--- src/rtl/el2_dccm_arb_if.sv ---
// Request, response and SRAM-side signals of the DCCM arbiter.
// slave = arbiter side, master = requesters/SRAM side.
interface el2_dccm_arb_if #(
    parameter int ADDR_W = 16,
    parameter int DATA_W = 32
);
    logic                  lsu_valid;
    logic                  lsu_ready;
    logic                  lsu_wr;
    logic [ADDR_W-1:0]     lsu_addr;
    logic [DATA_W-1:0]     lsu_wdata;
    logic                  lsu_rvalid;
    logic [DATA_W-1:0]     lsu_rdata;
    logic                  dma_valid;
    logic                  dma_ready;
    logic                  dma_wr;
    logic [ADDR_W-1:0]     dma_addr;
    logic [DATA_W-1:0]     dma_wdata;
    logic [DATA_W/8-1:0]   dma_wbe;
    logic                  dma_rvalid;
    logic [DATA_W-1:0]     dma_rdata;
    logic                  dma_wr_done;
    logic                  dccm_rden;
    logic                  dccm_wren;
    logic [ADDR_W-1:0]     dccm_addr;
    logic [DATA_W-1:0]     dccm_wr_data;
    logic [DATA_W-1:0]     dccm_rd_data;
    logic                  busy;

    modport slave (
        input  lsu_valid, lsu_wr, lsu_addr, lsu_wdata,
               dma_valid, dma_wr, dma_addr, dma_wdata, dma_wbe, dccm_rd_data,
        output lsu_ready, lsu_rvalid, lsu_rdata,
               dma_ready, dma_rvalid, dma_rdata, dma_wr_done,
               dccm_rden, dccm_wren, dccm_addr, dccm_wr_data, busy
    );

    modport master (
        output lsu_valid, lsu_wr, lsu_addr, lsu_wdata,
               dma_valid, dma_wr, dma_addr, dma_wdata, dma_wbe, dccm_rd_data,
        input  lsu_ready, lsu_rvalid, lsu_rdata,
               dma_ready, dma_rvalid, dma_rdata, dma_wr_done,
               dccm_rden, dccm_wren, dccm_addr, dccm_wr_data, busy
    );
endinterface

--- src/rtl/el2_dccm_arb.sv ---
// DCCM port arbiter: LSU has priority over DMA; DMA partial writes run as read-modify-write.
// Define RV_DCCM_ARB_STARVE_EN to force a DMA grant after STALL_MAX refused cycles.

module el2_dccm_arb_byte_merge (
    input  logic       en,
    input  logic [7:0] wdata,
    input  logic [7:0] rdata,
    output logic [7:0] merged
);
    assign merged = en ? wdata : rdata;
endmodule

module el2_dccm_arb #(
    parameter int ADDR_W    = 16,
    parameter int DATA_W    = 32,
    parameter int STALL_MAX = 8
) (
    input logic           clk,
    input logic           rst_l,
    el2_dccm_arb_if.slave bus
);
    localparam int NB = DATA_W / 8;

    if (DATA_W % 8 != 0 || STALL_MAX < 1 || STALL_MAX > 255) begin : g_param_chk
        $error("el2_dccm_arb: DATA_W must be a multiple of 8 and STALL_MAX in 1..255");
    end

    typedef enum logic {IDLE, RMW_MERGE} state_t;
    state_t state, state_nxt;

    logic              force_dma, rdy_lsu, rdy_dma, lsu_xfer, dma_xfer, dma_full, rmw_start;
    logic              rd_lsu, rd_dma, wr_done;
    logic [ADDR_W-1:0] rmw_addr;
    logic [DATA_W-1:0] rmw_wdata, merged;
    logic [NB-1:0]     rmw_wbe;
    logic              rden, wren;
    logic [ADDR_W-1:0] addr;
    logic [DATA_W-1:0] wr_data;

    assign rdy_lsu   = (state == IDLE) & ~force_dma;
    assign rdy_dma   = (state == IDLE) & (force_dma | ~bus.lsu_valid);
    assign lsu_xfer  = bus.lsu_valid & rdy_lsu;
    assign dma_xfer  = bus.dma_valid & rdy_dma;
    assign dma_full  = &bus.dma_wbe;
    assign rmw_start = dma_xfer & bus.dma_wr & ~dma_full;

    always_ff @(posedge clk or negedge rst_l) begin
        if (!rst_l) state <= IDLE;
        else        state <= state_nxt;
    end

    always_comb begin
        state_nxt = state;
        case (state)
            IDLE:      if (rmw_start) state_nxt = RMW_MERGE;
            RMW_MERGE: state_nxt = IDLE;
            default:   state_nxt = IDLE;
        endcase
    end

    always_comb begin
        rden    = 1'b0;
        wren    = 1'b0;
        addr    = '0;
        wr_data = '0;
        case (state)
            IDLE: begin
                if (lsu_xfer) begin
                    rden = ~bus.lsu_wr;
                    wren = bus.lsu_wr;
                    addr = bus.lsu_addr;
                    if (bus.lsu_wr) wr_data = bus.lsu_wdata;
                end else if (dma_xfer) begin
                    // A partial write starts with a read of the target word.
                    rden = ~bus.dma_wr | ~dma_full;
                    wren = bus.dma_wr & dma_full;
                    addr = bus.dma_addr;
                    if (bus.dma_wr & dma_full) wr_data = bus.dma_wdata;
                end
            end
            RMW_MERGE: begin
                wren    = 1'b1;
                addr    = rmw_addr;
                wr_data = merged;
            end
            default: ;
        endcase
    end

`ifdef RV_DCCM_ARB_STARVE_EN
    logic [7:0] stall_cnt;

    always_ff @(posedge clk or negedge rst_l) begin
        if (!rst_l) begin
            stall_cnt <= '0;
            force_dma <= 1'b0;
        end else begin
            if (dma_xfer || !bus.dma_valid)               stall_cnt <= '0;
            else if (state == IDLE && stall_cnt != 8'hff) stall_cnt <= stall_cnt + 8'd1;
            if (dma_xfer)                          force_dma <= 1'b0;
            else if (stall_cnt == 8'(STALL_MAX))   force_dma <= 1'b1;
        end
    end
`else
    assign force_dma = 1'b0;
`endif

    always_ff @(posedge clk or negedge rst_l) begin
        if (!rst_l) begin
            rd_lsu    <= 1'b0;
            rd_dma    <= 1'b0;
            wr_done   <= 1'b0;
            rmw_addr  <= '0;
            rmw_wdata <= '0;
            rmw_wbe   <= '0;
        end else begin
            rd_lsu  <= lsu_xfer & ~bus.lsu_wr;
            rd_dma  <= dma_xfer & ~bus.dma_wr;
            wr_done <= (dma_xfer & bus.dma_wr & dma_full) | (state == RMW_MERGE);
            if (rmw_start) begin
                rmw_addr  <= bus.dma_addr;
                rmw_wdata <= bus.dma_wdata;
                rmw_wbe   <= bus.dma_wbe;
            end
        end
    end

    el2_dccm_arb_byte_merge u_merge [NB-1:0] (
        .en     (rmw_wbe),
        .wdata  (rmw_wdata),
        .rdata  (bus.dccm_rd_data),
        .merged (merged)
    );

    // Strobes and readys are held low while reset is asserted.
    assign bus.lsu_ready    = rst_l & rdy_lsu;
    assign bus.dma_ready    = rst_l & rdy_dma;
    assign bus.dccm_rden    = rst_l & rden;
    assign bus.dccm_wren    = rst_l & wren;
    assign bus.dccm_addr    = rst_l ? addr : '0;
    assign bus.dccm_wr_data = rst_l ? wr_data : '0;
    assign bus.lsu_rvalid   = rd_lsu;
    assign bus.lsu_rdata    = rd_lsu ? bus.dccm_rd_data : '0;
    assign bus.dma_rvalid   = rd_dma;
    assign bus.dma_rdata    = rd_dma ? bus.dccm_rd_data : '0;
    assign bus.dma_wr_done  = wr_done;
    assign bus.busy         = (state == RMW_MERGE) | rd_lsu | rd_dma;
endmodule

--- src/flat_wrapper.sv ---
// flat-port wrapper written by rule: the top's interface ports become plain ports
module el2_dccm_arb_flat 
#(
    parameter int ADDR_W    = 16,
    parameter int DATA_W    = 32,
    parameter int STALL_MAX = 8
)
  (clk, rst_l, bus_lsu_valid, bus_lsu_wr, bus_lsu_addr, bus_lsu_wdata, bus_dma_valid, bus_dma_wr, bus_dma_addr, bus_dma_wdata, bus_dma_wbe, bus_dccm_rd_data, bus_lsu_ready, bus_lsu_rvalid, bus_lsu_rdata, bus_dma_ready, bus_dma_rvalid, bus_dma_rdata, bus_dma_wr_done, bus_dccm_rden, bus_dccm_wren, bus_dccm_addr, bus_dccm_wr_data, bus_busy);
  el2_dccm_arb_if #(.ADDR_W(ADDR_W), .DATA_W(DATA_W)) bus_i ();
  input logic clk;
  input logic rst_l;
  input wire logic [$bits(bus_i.lsu_valid)-1:0] bus_lsu_valid;
  input wire logic [$bits(bus_i.lsu_wr)-1:0] bus_lsu_wr;
  input wire logic [$bits(bus_i.lsu_addr)-1:0] bus_lsu_addr;
  input wire logic [$bits(bus_i.lsu_wdata)-1:0] bus_lsu_wdata;
  input wire logic [$bits(bus_i.dma_valid)-1:0] bus_dma_valid;
  input wire logic [$bits(bus_i.dma_wr)-1:0] bus_dma_wr;
  input wire logic [$bits(bus_i.dma_addr)-1:0] bus_dma_addr;
  input wire logic [$bits(bus_i.dma_wdata)-1:0] bus_dma_wdata;
  input wire logic [$bits(bus_i.dma_wbe)-1:0] bus_dma_wbe;
  input wire logic [$bits(bus_i.dccm_rd_data)-1:0] bus_dccm_rd_data;
  output wire logic [$bits(bus_i.lsu_ready)-1:0] bus_lsu_ready;
  output wire logic [$bits(bus_i.lsu_rvalid)-1:0] bus_lsu_rvalid;
  output wire logic [$bits(bus_i.lsu_rdata)-1:0] bus_lsu_rdata;
  output wire logic [$bits(bus_i.dma_ready)-1:0] bus_dma_ready;
  output wire logic [$bits(bus_i.dma_rvalid)-1:0] bus_dma_rvalid;
  output wire logic [$bits(bus_i.dma_rdata)-1:0] bus_dma_rdata;
  output wire logic [$bits(bus_i.dma_wr_done)-1:0] bus_dma_wr_done;
  output wire logic [$bits(bus_i.dccm_rden)-1:0] bus_dccm_rden;
  output wire logic [$bits(bus_i.dccm_wren)-1:0] bus_dccm_wren;
  output wire logic [$bits(bus_i.dccm_addr)-1:0] bus_dccm_addr;
  output wire logic [$bits(bus_i.dccm_wr_data)-1:0] bus_dccm_wr_data;
  output wire logic [$bits(bus_i.busy)-1:0] bus_busy;
  assign bus_i.lsu_valid = bus_lsu_valid;
  assign bus_i.lsu_wr = bus_lsu_wr;
  assign bus_i.lsu_addr = bus_lsu_addr;
  assign bus_i.lsu_wdata = bus_lsu_wdata;
  assign bus_i.dma_valid = bus_dma_valid;
  assign bus_i.dma_wr = bus_dma_wr;
  assign bus_i.dma_addr = bus_dma_addr;
  assign bus_i.dma_wdata = bus_dma_wdata;
  assign bus_i.dma_wbe = bus_dma_wbe;
  assign bus_i.dccm_rd_data = bus_dccm_rd_data;
  assign bus_lsu_ready = bus_i.lsu_ready;
  assign bus_lsu_rvalid = bus_i.lsu_rvalid;
  assign bus_lsu_rdata = bus_i.lsu_rdata;
  assign bus_dma_ready = bus_i.dma_ready;
  assign bus_dma_rvalid = bus_i.dma_rvalid;
  assign bus_dma_rdata = bus_i.dma_rdata;
  assign bus_dma_wr_done = bus_i.dma_wr_done;
  assign bus_dccm_rden = bus_i.dccm_rden;
  assign bus_dccm_wren = bus_i.dccm_wren;
  assign bus_dccm_addr = bus_i.dccm_addr;
  assign bus_dccm_wr_data = bus_i.dccm_wr_data;
  assign bus_busy = bus_i.busy;
  el2_dccm_arb #(.ADDR_W(ADDR_W), .DATA_W(DATA_W), .STALL_MAX(STALL_MAX)) u_core (.clk(clk), .rst_l(rst_l), .bus(bus_i));
endmodule
--- config.mk ---
export PLATFORM = sky130hd
export DESIGN_NAME = el2_dccm_arb_flat
export DESIGN_NICKNAME = d
export VERILOG_FILES = /design/src/rtl/el2_dccm_arb_if.sv /design/src/rtl/el2_dccm_arb.sv /design/src/flat_wrapper.sv
export SDC_FILE = /design/constraint.sdc
export NUM_CORES = 1
export LEC_CHECK = 0
export CORE_ASPECT_RATIO = 1.5
export CORE_UTILIZATION = 39
export DETAILED_ROUTE_END_ITERATION = 8
export PLACE_DENSITY = 0.83
export SLEW_MARGIN = 10
export SYNTH_ARGS = -nofsm -noshare
export SYNTH_HDL_FRONTEND = slang
export SYNTH_HIERARCHICAL = 1
export SYNTH_SLANG_ARGS = --single-unit
--- constraint.sdc ---
create_clock -name clk -period 1.8 [get_ports clk]
set_input_delay 0.36 -clock clk [delete_from_list [all_inputs] [get_ports clk]]
set_output_delay 0.36 -clock clk [all_outputs]
set_load 0.005 [all_outputs]
==> flow_summary.toml <==
[placed_design]
dp_hpwl_um = 12600
place_inst = 904
detailed_place.area_um2 = 7770
gp_congestion = 0.799
portBuffers = 257
dpl_worst_slack_ns = -1.21

[global_routing]
grt_usage_pct = 34.8
antenna_found_initial = 2
grt_pass1_vias = 5641
grt_remaining_overflow = 0
grt_pass1_wl_um = 31000
grt_max_degree = 29

[routing]
num_vias = 5419
routed_via_density = 5.48
drt_iter0_markers = 368
wirelength_um = 21800
first_pass_iters = 4
route.detailed.drc = 0
wl_per_cell_um = 22.1
ant_nets = 0

[layout]
fillers = 610
finalCoreUtilization_pct = 83.6
drive_gt1_share_pct = 50.0
nNetsFinal = 979
final_cells = 988
fin_area_um2 = 8950
layout_commonest_cell = "clkdlybuf4s50_1"
final_cell_mix = "clkdlybuf4s50_1, buf_4, mux2_4"
area_growth_pct = 105

[sta]
slew_violations = 0
skew_ns = 0.00526
tightestPinTransition_ns = 0.355
setup_ws_ns = -0.350
finalCritPeriodShare_pct = 119
max_slew_margin_pct = 76.1
finalSetupTns_ns = -25.26
rsz0062_at_grt = "yes"
fin_crit_ns = 2.15
setup_viol = 108
fmaxAchievable_mhz = 465
hold_violations = 0
holdWs_ns = 0.0503

[floorplanning]
start_util_pct = 40.7
boundaryPins = 258
die_y_um = 131
coreArea_um2 = 10700
die_x_um = 88.3
rows = 46
die-area_um2 = 11600

[worst_setup_path]
critPathCaptureType = "output pin"
start_kind = "register"
worst_ep_required_time_ns = 1.44
cp.arrival_ns = 1.79
cp_slowest_cell = "dfrtp_2"
crit_path_max_fanout = 9
path_delay_family = "simple AND/OR/NAND/NOR gates"
critPathBufInv = 3
worst-setup-path-type = "register to output pin"
slowest_delay_ns = 0.43
cp_cell_sequence = "and4bb_4 -> buf_6 -> buf_8 -> nand3_2 -> a21oi_2 -> buf_2"

[synth]
syn_inst = 447
synth_seq_cells = 56
ys_warn_count = 6
ys_seq_area_share_pct = 32.1
synth_fp_nets = 585
syn_area_per_cell_um2 = 9.75
synth_cell_types = 26
syn_area_um2 = 4360

[job]
maxCapViolCount = 0

[clock_network]
numCtsBuffers = 5
cts.reportedPaths.clkPinSlew_ns = 0.07
cts_max_level = 2
clock_latency_ns = 0.29
cts_buffer_depth = 2
hold_buffers = 0
cts_tree = "yes"
cts.sinks = 56
clockRootBuffer = "clkbuf_16"

[power]
ir_drop_mv = 0.404
total_power_mw = 5.00
p_leak_nw = 4.34
p_per_area_nw_per_um2 = 558

[min_path]
hp-class = "input pin to async pin"

[status]
outcome = "finished, violations left"
violations = "setup timing"
-- where the power goes --
| part | switching (mW) | leakage [nW] | internal [mW] |
|---|---|---|---|
| sequential | 0.228 | 0.663 | 1.52 |
| clock | 0.436 | 0.0712 | 0.557 |
| combinational | 0.787 | 3.61 | 1.47 |
| total | 1.45 | 4.34 | 3.54 |
-- cell usage after synthesis, drive strengths merged --
cell	n	area (µm²)
mux2	82	1230
a21oi	65	325
and2	65	407
dfrtp	56	1400
o21ai	48	240
clkbuf	33	124
nand3	32	160
nor2	17	63.8
a221oi	16	140
buf	15	138
inv	4	15.0
a2bb2oi	2	17.5
nor2b	2	12.5
nor3b	2	15.0
o21a	2	15.0
a21o	1	7.51
and4	1	8.76
and4bb	1	12.5
nand2b	1	13.8
or3	1	6.26
or3b	1	8.76
-- routing by layer --
metal	vias up	GRT usage (%)	routed length [µm]
li1	2393	-	-
met1	2666	38.3	7620
met2	287	63.7	11900
met3	73	5.59	1380
met4	0	14.5	881
met5	-	0	0
-- worst reg2reg max path: stages (launching register included) --
cell,delay [ns]
dfrtp_2,0.43
and4bb_4,0.38
buf_6,0.13
buf_8,0.16
buf_6,0.14
nand2b_4,0.12
buf_4,0.17
clkbuf_16,0.16
mux2_4,0.29
-- final timing paths --
| check | start | end | slack (ns) | cells after the start |
|---|---|---|---|---|
| setup reg to reg | u_core/state$_DFF_PN0_ | u_core/rmw_wdata[2]$_DFFE_PN0P_ | -0.30 | 8 |
| max in group asynchronous | rst_l | u_core/rmw_wdata[17]$_DFFE_PN0P_ | 1.34 | 3 |
| hold reg to reg | u_core/rmw_addr[8]$_DFFE_PN0P_ | u_core/rmw_addr[8]$_DFFE_PN0P_ | 0.52 | 1 |
| min in group clk | bus_dma_wr | u_core/bus.dma_rvalid$_DFF_PN0_ | 0.45 | 2 |
| hold / removal | rst_l | u_core/rmw_wdata[5]$_DFFE_PN0P_ | 0.05 | 2 |
| setup / recovery | u_core/state$_DFF_PN0_ | bus_dccm_wr_data[15] | -0.35 | 6 |
-- flip-flops by register name, summed over array words and instances, names as in the netlist --
name	flops
u_core/bus.dma_rvalid	1
u_core/bus.dma_wr_done	1
u_core/bus.lsu_rvalid	1
u_core/rmw_addr	16
u_core/rmw_wbe	4
u_core/rmw_wdata	32
u_core/state	1
-- layout make-up --
type	instances	area [µm²]	area share [%]
flip-flops and latches	56	1410	15.7
multi-input cells	339	3070	34.3
well taps	144	180	2.01
clock buffers	8	146	1.64
repair buffers	435	4110	46.0
inverters	4	27.5	0.308
diodes	2	5.00	0.0559
-- logic make-up after synthesis --
group | after synthesis | share of synthesized area [%]
simple gates | 123 | 16.2
mux | 82 | 28.2
flops | 56 | 32.1
buf+inv | 52 | 6.34
compound gates | 134 | 17.1
-- what timing repair did --
action / CTS / global route
buffers inserted: 45 / 21
resized for setup: 443 / 100
endpoints found under the setup margin: 171 / 143
cloned: 13 / 4
pin swaps: 48 / 20
(Power assumes the default switching activity.)
